==> src/rtl/ball_pkg.sv <==
// Shared constants for the ball animation objects: state encoding, screen
// geometry and default court layout. The renderer and hoop drawer use it too.
package ball_pkg;

  localparam logic [1:0] ST_READY  = 2'd0;
  localparam logic [1:0] ST_FLIGHT = 2'd1;
  localparam logic [1:0] ST_SCORE  = 2'd2;
  localparam logic [1:0] ST_MISS   = 2'd3;

  localparam int BALL_RADIUS = 4;
  localparam int SCREEN_W    = 640;
  localparam int SCREEN_H    = 480;

  localparam int DEF_START_X     = 40;
  localparam int DEF_START_Y     = 400;
  localparam int DEF_GRAVITY     = 1;
  localparam int DEF_HOOP_Y      = 200;
  localparam int DEF_HOOP_X_L    = 540;
  localparam int DEF_HOOP_X_R    = 570;
  localparam int DEF_FLOOR_Y     = SCREEN_H - 20;
  localparam int DEF_X_MIN       = BALL_RADIUS;
  localparam int DEF_X_MAX       = SCREEN_W - BALL_RADIUS - 1;
  localparam int DEF_V_TICK_ROW  = SCREEN_H + 1;
  localparam int DEF_HOLD_FRAMES = 30;

  // Positions are 11-bit signed, velocities 8-bit signed, and next-position
  // sums are widened to 12 bits so nothing wraps before the compares.
  typedef logic signed [10:0] pos_t;
  typedef logic signed [7:0]  vel_t;
  typedef logic signed [11:0] sum_t;

  function automatic sum_t clamp_s(input sum_t v, input sum_t lo, input sum_t hi);
    sum_t r;
    r = v;
    if (v < lo) r = lo;
    else if (v > hi) r = hi;
    return r;
  endfunction

endpackage

==> src/rtl/ball_trajectory_if.sv <==
// Control-in / ball-state-out bundle between the controls, the trajectory
// engine and the VGA ball renderer.
interface ball_trajectory_if;
  logic [9:0] pixel_y;
  logic       shoot;
  logic [5:0] launch_vx;
  logic [5:0] launch_vy;
  logic [9:0] ball_x;
  logic [9:0] ball_y;
  logic       in_flight;
  logic       score_pulse;
  logic       miss_pulse;
  logic [7:0] made_count;

  modport slave (
    input  pixel_y, shoot, launch_vx, launch_vy,
    output ball_x, ball_y, in_flight, score_pulse, miss_pulse, made_count
  );

  modport master (
    output pixel_y, shoot, launch_vx, launch_vy,
    input  ball_x, ball_y, in_flight, score_pulse, miss_pulse, made_count
  );
endinterface

==> src/rtl/frame_tick_gen.sv <==
// One-clock pulse per video frame, taken from the rising edge of a registered
// compare of the scan row against ROW. Independent of clocks per pixel.
module frame_tick_gen #(
  parameter int ROW = 481
) (
  input  logic       clk,
  input  logic       reset,
  input  logic [9:0] pixel_y,
  output logic       frame_tick
);

  logic row_hit_q, row_hit_d;
  logic hit_prev_q, hit_prev_d;

  // Row compare and one-cycle-delayed copy for edge detection
  always_comb begin
    row_hit_d  = (pixel_y == 10'(ROW));
    hit_prev_d = row_hit_q;
  end

  // Compare and edge-detect registers
  always_ff @(posedge clk or posedge reset) begin
    if (reset) begin
      row_hit_q  <= 1'b0;
      hit_prev_q <= 1'b0;
    end else begin
      row_hit_q  <= row_hit_d;
      hit_prev_q <= hit_prev_d;
    end
  end

  assign frame_tick = row_hit_q & ~hit_prev_q;

endmodule

==> src/rtl/ball_trajectory.sv <==
// Per-frame shot physics: launch, gravity, hoop crossing, floor/wall miss,
// then a hold period and return to the start position.
//
// state  | meaning
// READY  | ball parked at start, waiting for shoot
// FLIGHT | ball moving, physics step on every frame tick
// SCORE  | made shot, ball frozen for HOLD_FRAMES ticks
// MISS   | floor or wall hit, ball frozen for HOLD_FRAMES ticks
module ball_trajectory
  import ball_pkg::*;
#(
  parameter int START_X     = DEF_START_X,
  parameter int START_Y     = DEF_START_Y,
  parameter int GRAVITY     = DEF_GRAVITY,
  parameter int HOOP_Y      = DEF_HOOP_Y,
  parameter int HOOP_X_L    = DEF_HOOP_X_L,
  parameter int HOOP_X_R    = DEF_HOOP_X_R,
  parameter int FLOOR_Y     = DEF_FLOOR_Y,
  parameter int X_MIN       = DEF_X_MIN,
  parameter int X_MAX       = DEF_X_MAX,
  parameter int V_TICK_ROW  = DEF_V_TICK_ROW,
  parameter int HOLD_FRAMES = DEF_HOLD_FRAMES
) (
  input logic         clk,
  input logic         reset,
  ball_trajectory_if.slave bus
);

  localparam sum_t HOOP_Y_S  = sum_t'(HOOP_Y);
  localparam sum_t HOOP_XL_S = sum_t'(HOOP_X_L);
  localparam sum_t HOOP_XR_S = sum_t'(HOOP_X_R);
  localparam sum_t FLOOR_Y_S = sum_t'(FLOOR_Y);
  localparam sum_t X_MIN_S   = sum_t'(X_MIN);
  localparam sum_t X_MAX_S   = sum_t'(X_MAX);
  localparam pos_t START_X_P = pos_t'(START_X);
  localparam pos_t START_Y_P = pos_t'(START_Y);

  logic [1:0] state_q, state_d;
  pos_t       x_q, x_d, y_q, y_d;
  vel_t       vx_q, vx_d, vy_q, vy_d;
  logic [7:0] hold_q, hold_d;
  logic [7:0] made_q, made_d;
  logic       in_flight_q, in_flight_d;
  logic       score_q, score_d;
  logic       miss_q, miss_d;

  logic       frame_tick;
  sum_t       x_n, y_n, x_clamp;
  logic [8:0] vy_sum;
  vel_t       vy_grav;
  logic       hit_make, hit_floor, hit_wall;

  frame_tick_gen #(.ROW(V_TICK_ROW)) u_frame_tick (
    .clk        (clk),
    .reset      (reset),
    .pixel_y    (bus.pixel_y),
    .frame_tick (frame_tick)
  );

  // Candidate next position, gravity update and the three outcome tests
  always_comb begin
    x_n     = sum_t'(x_q) + sum_t'(vx_q);
    y_n     = sum_t'(y_q) + sum_t'(vy_q);
    vy_sum  = {vy_q[7], vy_q} + 9'(GRAVITY);
    vy_grav = ($signed(vy_sum) > 9'sd127) ? 8'sd127 : vel_t'(vy_sum[7:0]);
    x_clamp = clamp_s(x_n, X_MIN_S, X_MAX_S);
    // The make only counts on the way down through the rim row
    hit_make  = (vy_q > 8'sd0) && (sum_t'(y_q) < HOOP_Y_S) && (y_n >= HOOP_Y_S) &&
                (x_n >= HOOP_XL_S) && (x_n <= HOOP_XR_S);
    hit_floor = (y_n >= FLOOR_Y_S);
    hit_wall  = (x_n > X_MAX_S) || (x_n < X_MIN_S);
  end

  // Shot state machine plus pulse/count/flag next values
  always_comb begin
    state_d = state_q;
    x_d     = x_q;
    y_d     = y_q;
    vx_d    = vx_q;
    vy_d    = vy_q;
    hold_d  = hold_q;
    case (state_q)
      ST_READY: begin
        x_d = START_X_P;
        y_d = START_Y_P;
        if (bus.shoot) begin
          vx_d    = vel_t'({2'b00, bus.launch_vx});
          vy_d    = vel_t'(8'd0 - {2'b00, bus.launch_vy});
          state_d = ST_FLIGHT;
        end
      end
      ST_FLIGHT: begin
        if (frame_tick) begin
          vy_d = vy_grav;
          if (hit_make) begin
            state_d = ST_SCORE;
            x_d     = pos_t'(x_n);
            y_d     = pos_t'(HOOP_Y_S);
          end else if (hit_floor) begin
            state_d = ST_MISS;
            x_d     = pos_t'(x_clamp);
            y_d     = pos_t'(FLOOR_Y_S);
          end else if (hit_wall) begin
            state_d = ST_MISS;
            x_d     = pos_t'(x_clamp);
            y_d     = pos_t'(y_n);
          end else begin
            x_d = pos_t'(x_n);
            y_d = pos_t'(y_n);
          end
        end
      end
      ST_SCORE, ST_MISS: begin
        if (frame_tick) begin
          hold_d = hold_q + 8'd1;
          if (hold_d == 8'(HOLD_FRAMES)) begin
            state_d = ST_READY;
            x_d     = START_X_P;
            y_d     = START_Y_P;
            vx_d    = 8'sd0;
            vy_d    = 8'sd0;
            hold_d  = 8'd0;
          end
        end
      end
      default: state_d = ST_READY;
    endcase

    score_d     = (state_d == ST_SCORE) && (state_q != ST_SCORE);
    miss_d      = (state_d == ST_MISS) && (state_q != ST_MISS);
    made_d      = (score_d && (made_q != 8'hFF)) ? made_q + 8'd1 : made_q;
    in_flight_d = (state_d == ST_FLIGHT);
  end

  // State, kinematics and registered outputs
  always_ff @(posedge clk or posedge reset) begin
    if (reset) begin
      state_q     <= ST_READY;
      x_q         <= START_X_P;
      y_q         <= START_Y_P;
      vx_q        <= 8'sd0;
      vy_q        <= 8'sd0;
      hold_q      <= 8'd0;
      made_q      <= 8'd0;
      in_flight_q <= 1'b0;
      score_q     <= 1'b0;
      miss_q      <= 1'b0;
    end else begin
      state_q     <= state_d;
      x_q         <= x_d;
      y_q         <= y_d;
      vx_q        <= vx_d;
      vy_q        <= vy_d;
      hold_q      <= hold_d;
      made_q      <= made_d;
      in_flight_q <= in_flight_d;
      score_q     <= score_d;
      miss_q      <= miss_d;
    end
  end

  assign bus.ball_x      = x_q[9:0];
  assign bus.ball_y      = y_q[9:0];
  assign bus.in_flight   = in_flight_q;
  assign bus.score_pulse = score_q;
  assign bus.miss_pulse  = miss_q;
  assign bus.made_count  = made_q;

endmodule

==> src/flat_wrapper.sv <==
// flat-port wrapper written by rule: the top's interface ports become plain ports
module ball_trajectory_flat import ball_pkg::*;
#(
  parameter int START_X     = DEF_START_X,
  parameter int START_Y     = DEF_START_Y,
  parameter int GRAVITY     = DEF_GRAVITY,
  parameter int HOOP_Y      = DEF_HOOP_Y,
  parameter int HOOP_X_L    = DEF_HOOP_X_L,
  parameter int HOOP_X_R    = DEF_HOOP_X_R,
  parameter int FLOOR_Y     = DEF_FLOOR_Y,
  parameter int X_MIN       = DEF_X_MIN,
  parameter int X_MAX       = DEF_X_MAX,
  parameter int V_TICK_ROW  = DEF_V_TICK_ROW,
  parameter int HOLD_FRAMES = DEF_HOLD_FRAMES
)
  (clk, reset, bus_pixel_y, bus_shoot, bus_launch_vx, bus_launch_vy, bus_ball_x, bus_ball_y, bus_in_flight, bus_score_pulse, bus_miss_pulse, bus_made_count);
  ball_trajectory_if bus_i ();
  input logic clk;
  input logic reset;
  input wire logic [$bits(bus_i.pixel_y)-1:0] bus_pixel_y;
  input wire logic [$bits(bus_i.shoot)-1:0] bus_shoot;
  input wire logic [$bits(bus_i.launch_vx)-1:0] bus_launch_vx;
  input wire logic [$bits(bus_i.launch_vy)-1:0] bus_launch_vy;
  output wire logic [$bits(bus_i.ball_x)-1:0] bus_ball_x;
  output wire logic [$bits(bus_i.ball_y)-1:0] bus_ball_y;
  output wire logic [$bits(bus_i.in_flight)-1:0] bus_in_flight;
  output wire logic [$bits(bus_i.score_pulse)-1:0] bus_score_pulse;
  output wire logic [$bits(bus_i.miss_pulse)-1:0] bus_miss_pulse;
  output wire logic [$bits(bus_i.made_count)-1:0] bus_made_count;
  assign bus_i.pixel_y = bus_pixel_y;
  assign bus_i.shoot = bus_shoot;
  assign bus_i.launch_vx = bus_launch_vx;
  assign bus_i.launch_vy = bus_launch_vy;
  assign bus_ball_x = bus_i.ball_x;
  assign bus_ball_y = bus_i.ball_y;
  assign bus_in_flight = bus_i.in_flight;
  assign bus_score_pulse = bus_i.score_pulse;
  assign bus_miss_pulse = bus_i.miss_pulse;
  assign bus_made_count = bus_i.made_count;
  ball_trajectory #(.START_X(START_X), .START_Y(START_Y), .GRAVITY(GRAVITY), .HOOP_Y(HOOP_Y), .HOOP_X_L(HOOP_X_L), .HOOP_X_R(HOOP_X_R), .FLOOR_Y(FLOOR_Y), .X_MIN(X_MIN), .X_MAX(X_MAX), .V_TICK_ROW(V_TICK_ROW), .HOLD_FRAMES(HOLD_FRAMES)) u_core (.clk(clk), .reset(reset), .bus(bus_i));
endmodule
==> config.mk <==
export PLATFORM = sky130hd
export DESIGN_NAME = ball_trajectory_flat
export DESIGN_NICKNAME = d
export VERILOG_FILES = /design/src/rtl/ball_pkg.sv /design/src/rtl/ball_trajectory_if.sv /design/src/rtl/frame_tick_gen.sv /design/src/rtl/ball_trajectory.sv /design/src/flat_wrapper.sv
export SDC_FILE = /design/constraint.sdc
export NUM_CORES = 1
export LEC_CHECK = 0
export CORE_MARGIN = 8
export CORE_UTILIZATION = 42
export CTS_BUF_LIST = sky130_fd_sc_hd__clkbuf_8 sky130_fd_sc_hd__clkbuf_16
export DETAILED_ROUTE_END_ITERATION = 6
export GPL_TIMING_DRIVEN = 0
export HOLD_SLACK_MARGIN = 0.1
export PLACE_DENSITY_LB_ADDON = 0.12
export SLEW_MARGIN = 5
export SYNTH_ARGS = -nofsm -noshare
export SYNTH_HDL_FRONTEND = slang
export SYNTH_HIERARCHICAL = 1
export SYNTH_SLANG_ARGS = --single-unit
==> constraint.sdc <==
create_clock -name clk -period 7.6 [get_ports clk]
set_input_delay 1.9 -clock clk [delete_from_list [all_inputs] [get_ports clk]]
set_output_delay 1.9 -clock clk [all_outputs]
set_load 0.02 [all_outputs]
==> impl_metrics.json <==
{
  "status": "complete, no violations",
  "num_vias": 3854,
  "slowest_delay_ns": 0.55,
  "wl_met2_um": 4869,
  "power_frac_comb_pct": 43.6,
  "antenna_cells": 0,
  "routed_wl_um": 10810,
  "drv_slew": 0,
  "synth-edff-count": 0,
  "hold_depth": 0,
  "yosysTopAreaCellShare_pct": 31.13,
  "critical_path.most_common_cell": "o22ai_4",
  "maxCapViolations": 0,
  "synth_seq_area_share_pct": 34.16,
  "synth_area_leaders": "dfrtp_1, ha_1, nand2_1",
  "wl_met1_um": 5262,
  "rows": 37,
  "post-route-min-period_ns": 4.140,
  "peakVddDrop_uv": 101.3,
  "setup_viol": 0,
  "wl_met3_um": 544,
  "cts_buffers": 9,
  "grt_max_degree": 33,
  "internal-power_w": 0.0007261,
  "core_sq_um": 10180,
  "synthesis.area_sq_um": 4340,
  "crit_path_end_kind": "flip-flop",
  "h-tree-depth": 3,
  "die_area_sq_um": 13840,
  "timing.fmax_mhz": 241.5,
  "fin_crit_sh_pct": 54.47,
  "fillers": 985,
  "post_drt_wl_per_cell_um": 15.50,
  "syn_nets": 540,
  "cts_resized": 0,
  "io_pins": 56,
  "clock-sinks": 59,
  "crit_family": "simple AND/OR/NAND/NOR gates",
  "slowest_stage": "nor4_1",
  "via_per_inst": 5.529,
  "power_frac_seq_pct": 32.8,
  "dpl-instance-area_sq_um": 5081,
  "design_area_sq_um": 5275,
  "clockPowerShare_pct": 23.6,
  "postCtsSetupRepairBufs": 0,
  "synth_top_area_cell": "dfrtp_1",
  "drt-pass1-iter-count": 6,
  "post_route_cells_drive_above_1_share_pct": 12.66,
  "grt-ovfl-total": 0,
  "power_w": 0.001221,
  "synth_most_common_cell": "dfrtp_1",
  "startpoint_type": "flip-flop",
  "cts_hold_buf": 0,
  "crit_chain": "ha_1 -> fa_1 -> a21oi_1 -> nor3_1 -> nor4_1 -> and4_1 -> o21a_1 -> nand4bb_2 -> o22ai_4 -> o22ai_4 -> nor3_2 -> mux2_1",
  "synthCells": 489,
  "grt_pass1_vias": 3838,
  "cp.depth": 12,
  "ant_nets": 0,
  "regToRegSetupSlack_ns": 3.46,
  "synthToLayoutAreaGrowth_pct": 21.53,
  "dpl.hpwl_um": 8139,
  "power_leakage_nw": 2.164,
  "rsz0062_at_grt": "no",
  "tritoncts": "built",
  "synth_common_cells": "dfrtp_1, nand2_1, nor2_1, a21oi_1, o21ai_0",
  "yosys_warnings": 6,
  "ys_ff_latch": 59,
  "clockBufferDepth": 2,
  "fin_ws_ns": 3.460,
  "port_buffers": 55,
  "num-nets-final": 607,
  "highest-signal-layer": "met4",
  "die_w_um": 117.7,
  "hp-class": "flip-flop to flip-flop",
  "power.switching_w": 0.0004950,
  "worst_pin_slew_ns": 0.7841,
  "worst_ep_arrival_time_ns": 4.37,
  "final_cells": 697,
  "synth_ff_type": "dfrtp_1",
  "first_iter_violations": 163,
  "grt_pass1_wl_um": 18420,
  "crit_buf_inv": 0,
  "drc": 0,
  "hold_viol_final": 0,
  "die_h_um": 117.7,
  "dp.cells": 681,
  "clkTransAtPathRegs_ns": 0.08,
  "fin_worst_skew_ns": 0.01494,
  "clockRootBuffer": "clkbuf_8",
  "worst_r2r_path_depth": 12,
  "tns_ns": 0,
  "synth.avg_cell_area_sq_um": 8.876,
  "crit_fanout": 10,
  "start_util_pct": 42.62,
  "globalplace.congestion": 0.8318,
  "ys_types": 78,
  "antenna_found_initial": 0,
  "grt_use_total_pct": 15.83,
  "p_per_area_nw_per_um2": 231.5,
  "synthArstFlopShare_pct": 100.0,
  "worstPathRequired_ns": 7.83,
  "slew_headroom_pct": 47.38,
  "critical_path_class": "flip-flop to flip-flop",
  "switching_share_pct": 40.54,
  "dp_slack_ns": 3.574,
  "clkLatencyLatePin_ns": 0.35
}
## power groups by stage
stage | combinational, W | sequential [W] | clock (W)
2_1_floorplan | 0.000418 | 0.000387 | 0
3_3_place_gp | 0.000515 | 0.000404 | 0
3_5_place_dp | 0.000523 | 0.000404 | 0
4_1_cts | 0.000527 | 0.000399 | 0.000295
5_1_grt | 0.000594 | 0.000405 | 0.000310
6_report | 0.000533 | 0.000400 | 0.000288
## final cells by class
cell class | instances | area (sq um) | share of cell area, %
Timing Repair Buffer | 56 | 570.5 | 10.82
Multi-Input combinational cell | 376 | 2575 | 48.81
Buffer | 32 | 200.2 | 3.795
Clock inverter | 6 | 56.30 | 1.067
Inverter | 22 | 82.58 | 1.565
Sequential cell | 59 | 1483 | 28.11
Tap cell | 136 | 170.2 | 3.226
Clock buffer | 10 | 137.6 | 2.609
## final timing paths
path | to | start
hold / removal | u_core/u_frame_tick/hit_prev_q | u_core/u_frame_tick/hit_prev_d
min in group asynchronous | u_core/u_frame_tick/hit_prev_q | reset
setup / recovery | u_core/bus.made_count[1] | u_core/x_q[0]
max in group asynchronous | u_core/y_q[7] | reset
hold reg to reg | u_core/u_frame_tick/hit_prev_q | u_core/u_frame_tick/hit_prev_d
setup reg to reg | u_core/bus.made_count[1] | u_core/x_q[0]
## logic make-up (layout without fill, tap and decap cells)
family / count (synthesis) / after routing / share of synthesized area (%)
XOR/XNOR: 33 / 33 / 6.659
multiplexers: 1 / 1 / 0.2594
flip-flops: 59 / 59 / 34.16
adder cells (fa/ha/maj): 26 / 26 / 7.841
buffers and inverters: 54 / 126 / 6.515
AO/OA/AOI/OAI: 136 / 136 / 22.92
AND/OR/NAND/NOR: 180 / 180 / 21.65
## stage by stage
stage | utilization, % | hold slack [ns]
after floorplan | - | 0.3465
after global placement | 49.69 | 0.3586
after detailed placement | 49.89 | 0.3585
after CTS | 51.79 | 0.3730
after global routing | 51.79 | 0.3760
final | 51.79 | 0.3696
## state kept, by name (all words and copies together), names as in the netlist, 2 cells and up
name / count
u_core/x_q: 11
u_core/y_q: 11
u_core/state_q: 2
u_core/bus.made_count: 8
u_core/hold_q: 8
u_core/vx_q: 6
u_core/vy_q: 8
## per-layer routing
metal | global-route usage, % | vias up
met5 | 0 | -
met4 | 6.005 | 0
met3 | 3.645 | 9
met2 | 24.94 | 88
met1 | 20.65 | 1849
li1 | - | 1908
## cells in the final DEF, fill, tap and decap left out, types with 7 or more instances in the layout
cell type / synthesis / routed
ha_1: 24 / 24
o21ai_0: 29 / 29
clkbuf_1: 8 / 8
clkbuf_8: 0 / 10
nand2_1: 46 / 46
xor2_1: 17 / 17
clkdlybuf4s50_1: 0 / 55
a31oi_1: 12 / 12
nor2_1: 41 / 41
nand2b_1: 7 / 7
a22o_1: 11 / 11
buf_4: 21 / 21
dfrtp_1: 54 / 54
a21oi_1: 30 / 30
nand3_1: 20 / 20
inv_1: 22 / 22
xnor2_1: 16 / 16
nor3_1: 18 / 18
Power figures use the tool's default switching activity.
